--- config.mk ---
export PLATFORM = sky130hd
export DESIGN_NAME = alu_bist_seq_flat
export DESIGN_NICKNAME = d
export VERILOG_FILES = /design/src/rtl/alu_bist_seq_if.sv /design/src/rtl/alu_bist_seq.sv /design/src/flat_wrapper.sv
export SDC_FILE = /design/constraint.sdc
export NUM_CORES = 1
export LEC_CHECK = 0
export BUFFER_PORTS_ARGS = -buffer_cell sky130_fd_sc_hd__buf_2
export CAP_MARGIN = 20
export CORE_MARGIN = 5
export CORE_UTILIZATION = 35
export CTS_BUF_LIST = sky130_fd_sc_hd__clkbuf_8
export CTS_CLUSTER_DIAMETER = 120
export DETAILED_ROUTE_END_ITERATION = 16
export GPL_ROUTABILITY_DRIVEN = 0
export RECOVER_POWER = 50
export SETUP_SLACK_MARGIN = 0.5
export SLEW_MARGIN = 20
export SYNTH_ARGS = -nofsm -noshare
export SYNTH_HDL_FRONTEND = slang
export SYNTH_SLANG_ARGS = --single-unit
export TNS_END_PERCENT = 5
--- constraint.sdc ---
create_clock -name clk -period 3.1 [get_ports clk]
set_input_delay 0.775 -clock clk [delete_from_list [all_inputs] [get_ports clk]]
set_output_delay 0.775 -clock clk [all_outputs]
set_load 0.01 [all_outputs]
--- src/rtl/alu_bist_seq_if.sv ---
// alu_bist_seq_if: operand/function/result/flag bundle between the ALU
// self-test sequencer (master) and the ALU under test (slave).
interface alu_bist_seq_if #(
  parameter int WIDTH = 16
);
  logic [WIDTH-1:0] alu_a;
  logic [WIDTH-1:0] alu_b;
  logic [5:0]       alu_fn;
  logic [WIDTH-1:0] alu_out;
  logic             alu_z;
  logic             alu_v;
  logic             alu_n;

  modport master (
    output alu_a, alu_b, alu_fn,
    input  alu_out, alu_z, alu_v, alu_n
  );

  modport slave (
    input  alu_a, alu_b, alu_fn,
    output alu_out, alu_z, alu_v, alu_n
  );
endinterface

--- src/rtl/alu_bist_seq.sv ---
// alu_bist_seq: built-in self-test sequencer for the 16-bit ALU.
// Walks a fixed table of operation vectors, drives registered operands and
// function code, waits SETTLE cycles, then compares result and (optionally)
// the z/v/n flags. Reports busy/done/pass, an error count and the first
// failing vector index.
// Optional build macro ALU_BIST_HALT_ON_FAIL_EN: when defined, the first
// mismatch ends the run immediately; otherwise every vector always runs.
module alu_bist_seq #(
  parameter int WIDTH   = 16,
  parameter int NUM_VEC = 8,
  parameter int SETTLE  = 2
) (
  input  logic           clk,
  input  logic           rst_n,
  input  logic           start,
  alu_bist_seq_if.master alu,
  output logic           busy,
  output logic           done,
  output logic           pass,
  output logic [7:0]     err_count,
  output logic [7:0]     fail_idx
);

  localparam int IDX_W = 4;
  localparam int CNT_W = (SETTLE > 1) ? $clog2(SETTLE) : 1;
  localparam logic [IDX_W-1:0] IDX_LAST = IDX_W'(NUM_VEC - 1);
  localparam logic [CNT_W-1:0] CNT_LAST = CNT_W'(SETTLE - 1);

  typedef enum logic [1:0] {
    ST_IDLE,
    ST_WAIT,
    ST_CHECK,
    ST_DONE
  } state_t;

  // Stimulus half of a table entry
  typedef struct packed {
    logic [5:0]  fn;
    logic [15:0] a;
    logic [15:0] b;
  } ops_t;

  // Expected-response half of a table entry
  typedef struct packed {
    logic [15:0] out;
    logic        chk;
    logic [2:0]  zvn;
  } exp_t;

  function automatic ops_t vec_ops(input logic [IDX_W-1:0] i);
    ops_t o;
    case (i)
      4'd0:    o = '{fn: 6'h00, a: 16'h0101, b: 16'h0011};
      4'd1:    o = '{fn: 6'h00, a: 16'h7FFF, b: 16'h7FFF};
      4'd2:    o = '{fn: 6'h01, a: 16'h0000, b: 16'h0101};
      4'd3:    o = '{fn: 6'h18, a: 16'h1234, b: 16'hEDCB};
      4'd4:    o = '{fn: 6'h16, a: 16'hABCD, b: 16'hABCD};
      4'd5:    o = '{fn: 6'h20, a: 16'h0871, b: 16'h0007};
      4'd6:    o = '{fn: 6'h23, a: 16'hFFFF, b: 16'h0007};
      4'd7:    o = '{fn: 6'h35, a: 16'h0871, b: 16'h0A71};
      default: o = '0;
    endcase
    return o;
  endfunction

  function automatic exp_t vec_exp(input logic [IDX_W-1:0] i);
    exp_t e;
    case (i)
      4'd0:    e = '{out: 16'h0112, chk: 1'b1, zvn: 3'b000};
      4'd1:    e = '{out: 16'hFFFE, chk: 1'b1, zvn: 3'b011};
      4'd2:    e = '{out: 16'hFEFF, chk: 1'b1, zvn: 3'b001};
      4'd3:    e = '{out: 16'h0000, chk: 1'b0, zvn: 3'b000};
      4'd4:    e = '{out: 16'h0000, chk: 1'b0, zvn: 3'b000};
      4'd5:    e = '{out: 16'h3880, chk: 1'b0, zvn: 3'b000};
      4'd6:    e = '{out: 16'hFFFF, chk: 1'b0, zvn: 3'b000};
      4'd7:    e = '{out: 16'h0001, chk: 1'b0, zvn: 3'b000};
      default: e = '0;
    endcase
    return e;
  endfunction

  state_t           state_q, state_d;
  logic [IDX_W-1:0] idx_q, idx_d;
  logic [CNT_W-1:0] cnt_q, cnt_d;
  logic [WIDTH-1:0] a_q, a_d;
  logic [WIDTH-1:0] b_q, b_d;
  logic [5:0]       fn_q, fn_d;
  logic             busy_q, busy_d;
  logic             done_q, done_d;
  logic             pass_q, pass_d;
  logic [7:0]       err_q, err_d;
  logic [7:0]       fail_q, fail_d;

  ops_t             ld_ops;
  exp_t             chk_exp;
  logic             mismatch;
  logic             halt;
  logic [7:0]       err_inc;

  // Next-state, table lookup and compare logic for the sequencer
  always_comb begin
    state_d = state_q;
    idx_d   = idx_q;
    cnt_d   = cnt_q;
    a_d     = a_q;
    b_d     = b_q;
    fn_d    = fn_q;
    busy_d  = busy_q;
    done_d  = done_q;
    pass_d  = pass_q;
    err_d   = err_q;
    fail_d  = fail_q;
    halt    = 1'b0;

    ld_ops   = vec_ops((state_q == ST_CHECK) ? idx_q + 1'b1 : '0);
    chk_exp  = vec_exp(idx_q);
    mismatch = (alu.alu_out != WIDTH'(chk_exp.out)) ||
               (chk_exp.chk && ({alu.alu_z, alu.alu_v, alu.alu_n} != chk_exp.zvn));
    err_inc  = (err_q == 8'hFF) ? err_q : err_q + 8'd1;

    case (state_q)
      ST_IDLE, ST_DONE: begin
        if (start) begin
          state_d = ST_WAIT;
          idx_d   = '0;
          cnt_d   = '0;
          a_d     = WIDTH'(ld_ops.a);
          b_d     = WIDTH'(ld_ops.b);
          fn_d    = ld_ops.fn;
          busy_d  = 1'b1;
          done_d  = 1'b0;
          pass_d  = 1'b0;
          err_d   = 8'd0;
          fail_d  = 8'd0;
        end
      end

      ST_WAIT: begin
        if (cnt_q == CNT_LAST) begin
          state_d = ST_CHECK;
          cnt_d   = '0;
        end else begin
          cnt_d = cnt_q + 1'b1;
        end
      end

      ST_CHECK: begin
        if (mismatch) begin
          err_d = err_inc;
          if (err_q == 8'd0) begin
            fail_d = 8'(idx_q);
          end
        end
`ifdef ALU_BIST_HALT_ON_FAIL_EN
        halt = mismatch;
`else
        halt = 1'b0;
`endif
        if (halt || (idx_q >= IDX_LAST)) begin
          state_d = ST_DONE;
          busy_d  = 1'b0;
          done_d  = 1'b1;
          pass_d  = (err_d == 8'd0);
        end else begin
          state_d = ST_WAIT;
          idx_d   = idx_q + 1'b1;
          cnt_d   = '0;
          a_d     = WIDTH'(ld_ops.a);
          b_d     = WIDTH'(ld_ops.b);
          fn_d    = ld_ops.fn;
        end
      end

      default: state_d = ST_IDLE;
    endcase
  end

  // State and registered outputs; reset clears everything at once
  always_ff @(posedge clk or negedge rst_n) begin
    if (!rst_n) begin
      state_q <= ST_IDLE;
      idx_q   <= '0;
      cnt_q   <= '0;
      a_q     <= '0;
      b_q     <= '0;
      fn_q    <= '0;
      busy_q  <= 1'b0;
      done_q  <= 1'b0;
      pass_q  <= 1'b0;
      err_q   <= 8'd0;
      fail_q  <= 8'd0;
    end else begin
      state_q <= state_d;
      idx_q   <= idx_d;
      cnt_q   <= cnt_d;
      a_q     <= a_d;
      b_q     <= b_d;
      fn_q    <= fn_d;
      busy_q  <= busy_d;
      done_q  <= done_d;
      pass_q  <= pass_d;
      err_q   <= err_d;
      fail_q  <= fail_d;
    end
  end

  assign alu.alu_a  = a_q;
  assign alu.alu_b  = b_q;
  assign alu.alu_fn = fn_q;
  assign busy       = busy_q;
  assign done       = done_q;
  assign pass       = pass_q;
  assign err_count  = err_q;
  assign fail_idx   = fail_q;

endmodule

--- src/flat_wrapper.sv ---
// flat-port wrapper written by rule: the top's interface ports become plain ports
module alu_bist_seq_flat 
#(
  parameter int WIDTH   = 16,
  parameter int NUM_VEC = 8,
  parameter int SETTLE  = 2
)
  (clk, rst_n, start, busy, done, pass, err_count, fail_idx, alu_alu_a, alu_alu_b, alu_alu_fn, alu_alu_out, alu_alu_z, alu_alu_v, alu_alu_n);
  alu_bist_seq_if #(.WIDTH(WIDTH)) alu_i ();
  input  logic clk;
  input  logic rst_n;
  input  logic start;
  output logic busy;
  output logic done;
  output logic pass;
  output logic [7:0] err_count;
  output logic [7:0] fail_idx;
  output wire logic [$bits(alu_i.alu_a)-1:0] alu_alu_a;
  output wire logic [$bits(alu_i.alu_b)-1:0] alu_alu_b;
  output wire logic [$bits(alu_i.alu_fn)-1:0] alu_alu_fn;
  input wire logic [$bits(alu_i.alu_out)-1:0] alu_alu_out;
  input wire logic [$bits(alu_i.alu_z)-1:0] alu_alu_z;
  input wire logic [$bits(alu_i.alu_v)-1:0] alu_alu_v;
  input wire logic [$bits(alu_i.alu_n)-1:0] alu_alu_n;
  assign alu_alu_a = alu_i.alu_a;
  assign alu_alu_b = alu_i.alu_b;
  assign alu_alu_fn = alu_i.alu_fn;
  assign alu_i.alu_out = alu_alu_out;
  assign alu_i.alu_z = alu_alu_z;
  assign alu_i.alu_v = alu_alu_v;
  assign alu_i.alu_n = alu_alu_n;
  alu_bist_seq #(.WIDTH(WIDTH), .NUM_VEC(NUM_VEC), .SETTLE(SETTLE)) u_core (.clk(clk), .rst_n(rst_n), .start(start), .alu(alu_i), .busy(busy), .done(done), .pass(pass), .err_count(err_count), .fail_idx(fail_idx));
endmodule
* After elaboration in Yosys (flattened, before gate mapping) *
Memories as Yosys holds them, arrays and structs flattened.
Cells that the tools add are included.
Widths: inputs -> output; s select.

operators by class
  $add $sub $neg = 3
  $lt $le $gt $ge = 1
  equality and inequality tests = 12
  muxes and demuxes = 38
  reductions and logical operators = 13

operator list
  cell                 number
  $mux 16              4
  $pmux 16 s2          2
  $mux 8               6
  $mux 38              1
  $pmux 8 s2           2
  $mux 20              1
  $logic_not 8->1      2
  $ne 16x16->1         1
  $mux 4               3
  $mux 6               2
  $pmux 6 s2           1
  $add 8x1->8 const B  1
  $eq 8x8->1 const B   1
  $ne 2x2->1 const B   4
  $pmux 4 s2           1
  $mux 1               7
  $mux 2               3
  $pmux 1 s2           3
  $pmux 2 s3           1
  $reduce_and 2->1     3
  $reduce_and 3->1     2
  $add 4x1->4 const B  1
  $eq 2x2->1 const B   2
  $ge 4x3->1 const B   1
  other kinds (11)     12

word-level totals
  bits in registers = 64
  bits in read-only memories = 448
  input bits = 22
  word-level logic and storage cells = 80
  memories kept = 2

memories
  name             words  bits a word  rd ports  clocked after Yosys merged registers in  wr ports  line                text
  (no name shown)  8      37           1         0                                        0         alu_bist_seq.sv:52  case (i)
  (no name shown)  8      19           1         0                                        0         alu_bist_seq.sv:68  case (i)

* Depth between registers and ports, before layout *
Gate-level depths: netlist of the first run.
An unclocked memory read counts as a cell.

  depth in word-level cells = 10
  depth in mapped cells = 11
  gate-level depth less buffers = 9

* Worst setup path before layout of the first run *
Ideal clock, no wire load.

  path kind = reg2reg
  start point = reg u_core.idx_q[0]
  end point = reg u_core.fail_q[0] (netlist: u_core.fail_idx[0])
  library setup time = 0.079 ns
  arrival = 2.748 ns
  data required time = 3.021 ns
  slack = 0.272 ns
  stages on the path, launching flop included = 12
  buffers on the path = 2
  period minus slack after synthesis = 2.828 ns
  cell sequence = dfrtp_1 -> buf_2 -> inv_1 -> ha_1 -> buf_6 -> and2b_1 -> o311a_1 -> o211ai_2 -> nor3_4 -> or4b_4 -> a21oi_4 -> mux2i_1

on the way
  longest elaborated chain between the ends = 7
  elaborated cells between the ends (all ways) = 11

RTL lines
  item                                                                  line                 text
  from (decl)                                                           alu_bist_seq.sv:83   logic [IDX_W-1:0] idx_q, idx_d;
  from (signal assigned)                                                alu_bist_seq.sv:194  idx_q <= idx_d;
  parallel branches: the longest is 7 deep, another holds $mem_v2 8x19  -
  to (signal assigned)                                                  alu_bist_seq.sv:203  fail_q <= fail_d;
  to (decl)                                                             alu_bist_seq.sv:92   logic [7:0] fail_q, fail_d;

Parallel ways; which one is timed is not known. The select of a mux whose other input is x is not followed.
A chain may end at the register's enable or synchronous reset.

* Worst setup path after layout of the first run *
  start point = reg u_core.idx_q[0]
  end point = reg u_core.fail_q[2] (netlist: u_core.fail_idx[2])

on the way
  longest elaborated chain between the ends = 7
  elaborated cells between the ends (all ways) = 8

RTL lines
  item                                                                  line                 text
  $mem_v2 8x19 *                                                        -
  $mux 20 *                                                             alu_bist_seq.sv:68
  parallel branches: the longest is 2 deep, another holds $ne 16x16->1  -
  $logic_or 1x1->1 *                                                    alu_bist_seq.sv:117  mismatch = (alu.alu_out != WIDTH'(chk_exp.out)) ||
  $ne 2x1->1 (no source line) *                                         -
  $reduce_and 4->1 (no source line) *                                   -

Mark *: on every way between the ends.

==> metrics, run 1 <==
H-tree depth reported by CTS=2; Hold EP=u_core.alu.alu_b[1]; Synth Warn #=0; Unique masters post-synth=58; share of cells above drive strength 1=24.50%; combinational share of power=48.4%; CTS Buffer Depth=2; Worst Hold Class=flip-flop to flip-flop; wl on met1=3481 um; antenna cell count=0; worst slack at placement=0.3021 ns; Max Fanout on Critical Path=6; P_int=0.001469 W; path type of the worst setup path=flip-flop to flip-flop; minimum clock period=2.613 ns; DP HPWL=5504 um; TritonRoute pass-1 iters=5; reg2reg start=u_core.idx_q[0]; Total Wirelength=7523 um; vias in the first global route=2621; Final nets=439; CTS Root Cell=clkbuf_8; Pwr per Cell Area=709.3 nW/um2; CTS tree=yes; clock insertion delay at the later pin of the skew report=0.31 ns; Routed met3 length=422 um; clk sinks=48; Worst EP arrival=2.84 ns; RR Endpoint=u_core.fail_idx[2]; largest net degree at the start of global routing=30; Clk network pwr share=18.7%; fin. max-slew vios=0; synthesis-to-finish area growth=18.74%; Leak=1.627 nW; global-route wire length before repair=12340 um; Initial Utilization=35.50%; Sequential Power Share=33.0%; post-detailed-route count of antenna-violating nets=0; maximum vdd drop=292.6 uV; chip height=103.4 um; largest cells by area after synthesis=dfrtp_1, ha_1, o21ai_0; Req. time, crit path=3.33 ns; Max Clk Rate=382.8 MHz; sequential cell area fraction in the yosys report=39.38%; P_sw=0.001101 W; cell count of the worst reg-to-reg path=9; worst-margin pin slew=1.202 ns; Avg Inst Size Synth=9.025 um2; design area=3622 um2; Inserted Clock Buffers=5; most frequent cells after synthesis=dfrtp_1, nand2_1, o21ai_0, nor2_1, inv_1; Congestion Overflow GR=0; Final Hold Viols=0; Seq cells post-synth=48; Area after DPL=3428 um2; outcome=completed; RSZ-0062 raised after global routing=true; R2R Setup Slk=0.49 ns; Core ar.=8593 um2; port bufs=74; die width=103.4 um; Final Setup Violations=0; Multi-input gate area=1647 um2; top cell type's share of synthesized area=39.38%; Initial DRC Count=139; io pins=79; initial antenna violation count=0; Crit. End Element=flip-flop; Via Count=2602; routed vias/inst=5.082; asr flop ratio synth=100.0%; most frequent cell after synthesis=dfrtp_1; top sig layer=met4; DR WL met2=3531 um; Final WS setup=0.4875 ns; Post-synth EDFFs=0; Worst Skew=0.008786 ns; Final TNS setup=0 ns; fillers=900; Rows=34; DR DRC count=0; Hold Path Origin=u_core.alu.alu_b[1]; slew margin rel.=19.84%; Syn Std Cell Area=3050 um2; synthesized instance count=338; startpoint types=flip-flop; max cap viols=0; GRT Resource Usage Total=14.43%; post-synth top area cell=dfrtp_1; WL per Instance=14.69 um; power consumption=0.002569 W; switch share=42.84%; Die ar.=10680 um2; Final period util=84.27%; storage element area=1204 um2; Most used DFF post-synth=dfrtp_1; clk slew on worst S/H paths=0.10 ns; worst hold path depth=2
==> cells in the final DEF (no fill, tap or decap), types with 4 or more instances in the layout <==
cell      synthesis  final
o21ai_0          34     33
nand4_1           6      6
conb_1            1      4
nand2b_1          5      5
nand2_1          42     42
dfrtp_1          48     46
nor3_1            5      4
a22o_1            8      8
clkbuf_8          0      5
and2_1            4      4
nor2_1           20     19
clkbuf_1         13     27
buf_2             3     47
ha_1             14     12
mux2i_1          11     11
nor2b_1           7      7
inv_1            17     16
buf_4            16     15
nand3_1           9      9
mux2_2            5      5
a21oi_1          12     12
o31ai_1           7      6
==> worst max path at each step <==
stage	from	end	slack, ns	cells after the start
final	u_core.idx_q[0]	u_core.fail_idx[2]	0.49	9
after global routing	u_core.idx_q[0]	u_core.pass	0.39	10
after CTS	u_core.idx_q[0]	u_core.fail_idx[2]	0.47	9
after detailed placement	u_core.idx_q[1]	u_core.fail_idx[2]	0.30	8
after global placement	u_core.idx_q[1]	u_core.pass	0.33	8
after floorplan	u_core.idx_q[0]	u_core.fail_idx[0]	0.45	11
==> critical path, stage by stage (launching register included) <==
cell and delay [ns]:
dfrtp_2 0.45, inv_4 0.07, ha_4 0.21, and2b_1 0.16, o311a_1 0.36, o211ai_4 0.26
nor3_4 0.08, or4b_4 0.50, a21oi_4 0.22, mux2i_1 0.22
==> registers in the layout, indices dropped and copies added, names as in the netlist <==
signal	flops
u_core.alu.alu_a	8
u_core.done	1
u_core.err_count	8
u_core.alu.alu_fn	6
u_core.busy	1
u_core.pass	1
u_core.state_q	2
u_core.cnt_q	1
u_core.fail_idx	4
u_core.alu.alu_b	12
u_core.idx_q	4
==> logic make-up (layout without fill, tap and decap cells) <==
| kind of cell | Yosys count | count (layout) | share of synthesized area [%] |
|---|---|---|---|
| AOI/OAI and AO/OA | 87 | 87 | 19.81 |
| DFF | 48 | 48 | 39.38 |
| adders and majority gates | 14 | 14 | 5.742 |
| and+or+nand+nor | 117 | 117 | 19.65 |
| xor gates and xnor gates | 3 | 3 | 0.8615 |
| muxes | 16 | 16 | 5.455 |
| other | 1 | 4 | 0.1229 |
| buffers and inverters | 52 | 115 | 8.983 |
==> through the flow <==
stage | util [%] | std cells | hold WS (ns)
after floorplan | - | 341 | 0.4716
after global placement | 39.90 | 495 | 0.4636
after detailed placement | 39.90 | 495 | 0.4673
after CTS | 42.31 | 512 | 0.4394
after global routing | 42.15 | 512 | 0.5165
final | 42.15 | 512 | 0.4902
==> power groups by stage <==
stage | sequential, W | clock (W) | combinational (W)
6_report | 0.000847 | 0.000480 | 0.00124
5_1_grt | 0.000869 | 0.000516 | 0.00138
4_1_cts | 0.000846 | 0.000494 | 0.00127
3_5_place_dp | 0.000863 | 0 | 0.00123
3_3_place_gp | 0.000855 | 0 | 0.00121
2_1_floorplan | 0.000898 | 0 | 0.000870
==> cell type report <==
class,count,share of cell area [%]
clock buffers,5,1.900
clock inverters,3,1.313
inverters,17,1.831
multi-input cells,241,45.46
flip-flops and latches,48,33.23
well taps,108,3.731
repair buffers,90,12.54
==> metal layers <==
layer  GRT usage, %  up-vias
met1          18.72     1243
met3          2.414        6
met4          3.884        0
met2          24.85       54
met5              0        -
li1               -     1299
==> repair_timing <==
item / 4_1_cts / 5_1_grt
setup endpoints to repair: 7 / 23
resized for setup: 4 / 6
pin swaps: 5 / 2
hold buffers: 0 / 0
buffers inserted: 9 / 0
No activity file was read; power rests on OpenSTA's default activity.
==> run 2, diff against run 1 <==
==> constraint.sdc (replaced) <==
create_clock -name clk -period 2.7 [get_ports clk]
set_input_delay 0.675 -clock clk [delete_from_list [all_inputs] [get_ports clk]]
set_output_delay 0.675 -clock clk [all_outputs]
set_load 0.01 [all_outputs]
==> run 2 against run 1 <==
Against the previous run:
- fmax is 0.88% lower
- global-route usage hardly changed
- clock power is 15% higher
- register-to-register slack worse by 0.42 ns
- critical path type unchanged
- critical endpoint is now u_core.fail_idx[1]
- highest routed layer unchanged
==> metrics, run 2 (synthesized netlist as in run 1, its figures left out) <==
Core ar.=8593 um2 (unchanged); Crit. End Element=flip-flop; worst hold path depth=2 (unchanged); max cap viols=0 (unchanged); combinational share of power=50.5% (+2.1 points); vias in the first global route=2549 (-2.7%); Multi-input gate area=1665 um2 (+1.1%); share of cells above drive strength 1=28.37% (+3.9 points); clock insertion delay at the later pin of the skew report=0.31 ns (about the same); CTS tree=yes; R2R Setup Slk=0.06 ns (-0.42 ns); TritonRoute pass-1 iters=4 (-1); GRT Resource Usage Total=14.41% (-0.028 points); slew margin rel.=6.672% (-13 points); outcome=completed; synthesis-to-finish area growth=23.22%; P_sw=0.001286 W (+17%); Final nets=451 (+2.7%); Initial Utilization=35.50% (unchanged); Inserted Clock Buffers=5 (unchanged); path type of the worst setup path=flip-flop to flip-flop; Leak=1.703 nW (+4.7%); Congestion Overflow GR=0 (unchanged); chip height=103.4 um (unchanged); DP HPWL=5609 um (+1.9%); H-tree depth reported by CTS=2 (unchanged); CTS Buffer Depth=2 (unchanged); Die ar.=10680 um2 (unchanged); routed vias/inst=5.099 (+0.34%); Clk network pwr share=17.9% (-0.8 points); Worst Hold Class=flip-flop to flip-flop; max reg flops=12 (unchanged); clk sinks=48 (unchanged); largest net degree at the start of global routing=28 (-6.7%); initial antenna violation count=0 (unchanged); die width=103.4 um (unchanged); power consumption=0.003086 W (+20%); Pwr per Cell Area=821.1 nW/um2 (+16%); cell count of the worst reg-to-reg path=9 (unchanged); Final Hold Viols=0 (unchanged); WL per Instance=14.59 um (-0.69%); io pins=79 (unchanged); clk slew on worst S/H paths=0.10 ns (about the same); Worst Skew=0.004103 ns (-0.004683 ns); Sequential Power Share=31.6% (-1.4 points); fillers=869 (-3.4%); minimum clock period=2.636 ns (+0.02323 ns); port bufs=74 (unchanged); Total Wirelength=7646 um (+1.6%); Final WS setup=0.06426 ns (-0.4232 ns); CTS Root Cell=clkbuf_8; switch share=41.68% (-1.2 points); RR Endpoint=u_core.fail_idx[1]; most frequent cells in the layout=buf_2, dfrtp_1, nand2_1; Max Clk Rate=379.4 MHz (-0.88%); Worst EP arrival=2.87 ns (+0.03 ns); worst slack at placement=0.03159 ns (-0.2705 ns); Hold EP=u_core.alu.alu_a[8]; P_int=0.001800 W (+23%); global-route wire length before repair=12300 um (-0.34%); Final Hold Slack=0.4875 ns (-0.002647 ns); Final period util=97.62% (+13 points); worst-margin pin slew=1.400 ns (+0.1975 ns); Hold Path Origin=u_core.alu.alu_a[8]; maximum vdd drop=414.4 uV (+42%); storage element area=1204 um2 (unchanged); startpoint types=flip-flop; Post-CTS Hold Fix Bufs=0 (unchanged); Req. time, crit path=2.94 ns (-0.39 ns); commonest non-fill, non-tap cell in the layout=buf_2; antenna cell count=0 (unchanged); post-detailed-route count of antenna-violating nets=0 (unchanged); Via Count=2672 (+2.7%); DR DRC count=0 (unchanged); RSZ-0062 raised after global routing=true; reg2reg start=u_core.idx_q[0]; fin. max-slew vios=0 (unchanged); Max Fanout on Critical Path=6 (unchanged); Initial DRC Count=93 (-33%); Final Setup Violations=0 (unchanged); Rows=34 (unchanged)
[run 2: layout make-up]
cell class / count / area share (%)
multi-input cells: 241 / 44.31
inverters: 17 / 1.764
flip-flops and latches: 48 / 32.02
repair buffers: 102 / 15.21
clock buffers: 5 / 1.831
clock inverters: 3 / 1.265
well taps: 108 / 3.595
[run 2: routing by layer]
metal / track usage [%] / wire [um] / up-vias
li1: - / - / 1326
met1: 19.64 / 3544 / 1266
met2: 23.58 / 3571 / 74
met3: 2.482 / 443 / 6
met4: 3.984 / 86 / 0
met5: 0 / 0 / -
[run 2: worst max-delay path by stage]
stage	depth (start not counted)	end	from
4_1_cts	9	u_core.fail_idx[0]	u_core.idx_q[0]
5_1_grt	9	u_core.fail_idx[3]	u_core.idx_q[0]
6_report	9	u_core.fail_idx[1]	u_core.idx_q[0]
3_5_place_dp	9	u_core.fail_idx[3]	u_core.idx_q[0]
3_3_place_gp	9	u_core.fail_idx[0]	u_core.idx_q[0]
2_1_floorplan	11	u_core.fail_idx[0]	u_core.idx_q[0]
[run 2: critical path, stage by stage (launching register included)]
cell      delay (ns)
dfrtp_1         0.45
inv_4           0.09
ha_4            0.13
and2b_2         0.21
o311a_1         0.36
o211ai_4        0.29
nor3_4          0.09
or4b_4          0.51
a21oi_4         0.23
mux2i_1         0.21
[run 2: power groups by stage]
stage	Sequential (W)	Combinational [W]	Clock, W
global placement	0.000984	0.00151	0
detailed placement	0.000994	0.00153	0
global route	0.000998	0.00174	0.000597
floorplan	0.00103	0.000999	0
CTS	0.000979	0.00157	0.000568
finish	0.000974	0.00156	0.000552
[run 2: per-stage QoR]
step                      util [%]  TNS [ns]  std cells  area [um2]
after global routing         43.74   -0.2885        524        3759
after CTS                    43.51         0        520        3739
final                        43.74         0        524        3759
after detailed placement     41.38         0        507        3556
after global placement       41.38         0        507        3556
after floorplan                  -         0        341        3083
[run 2: timing repair]
item / 4_1_cts / 5_1_grt
buffers inserted: 5 / 4
pin swaps: 3 / 6
setup endpoints to repair: 29 / 43
resized for setup: 5 / 11
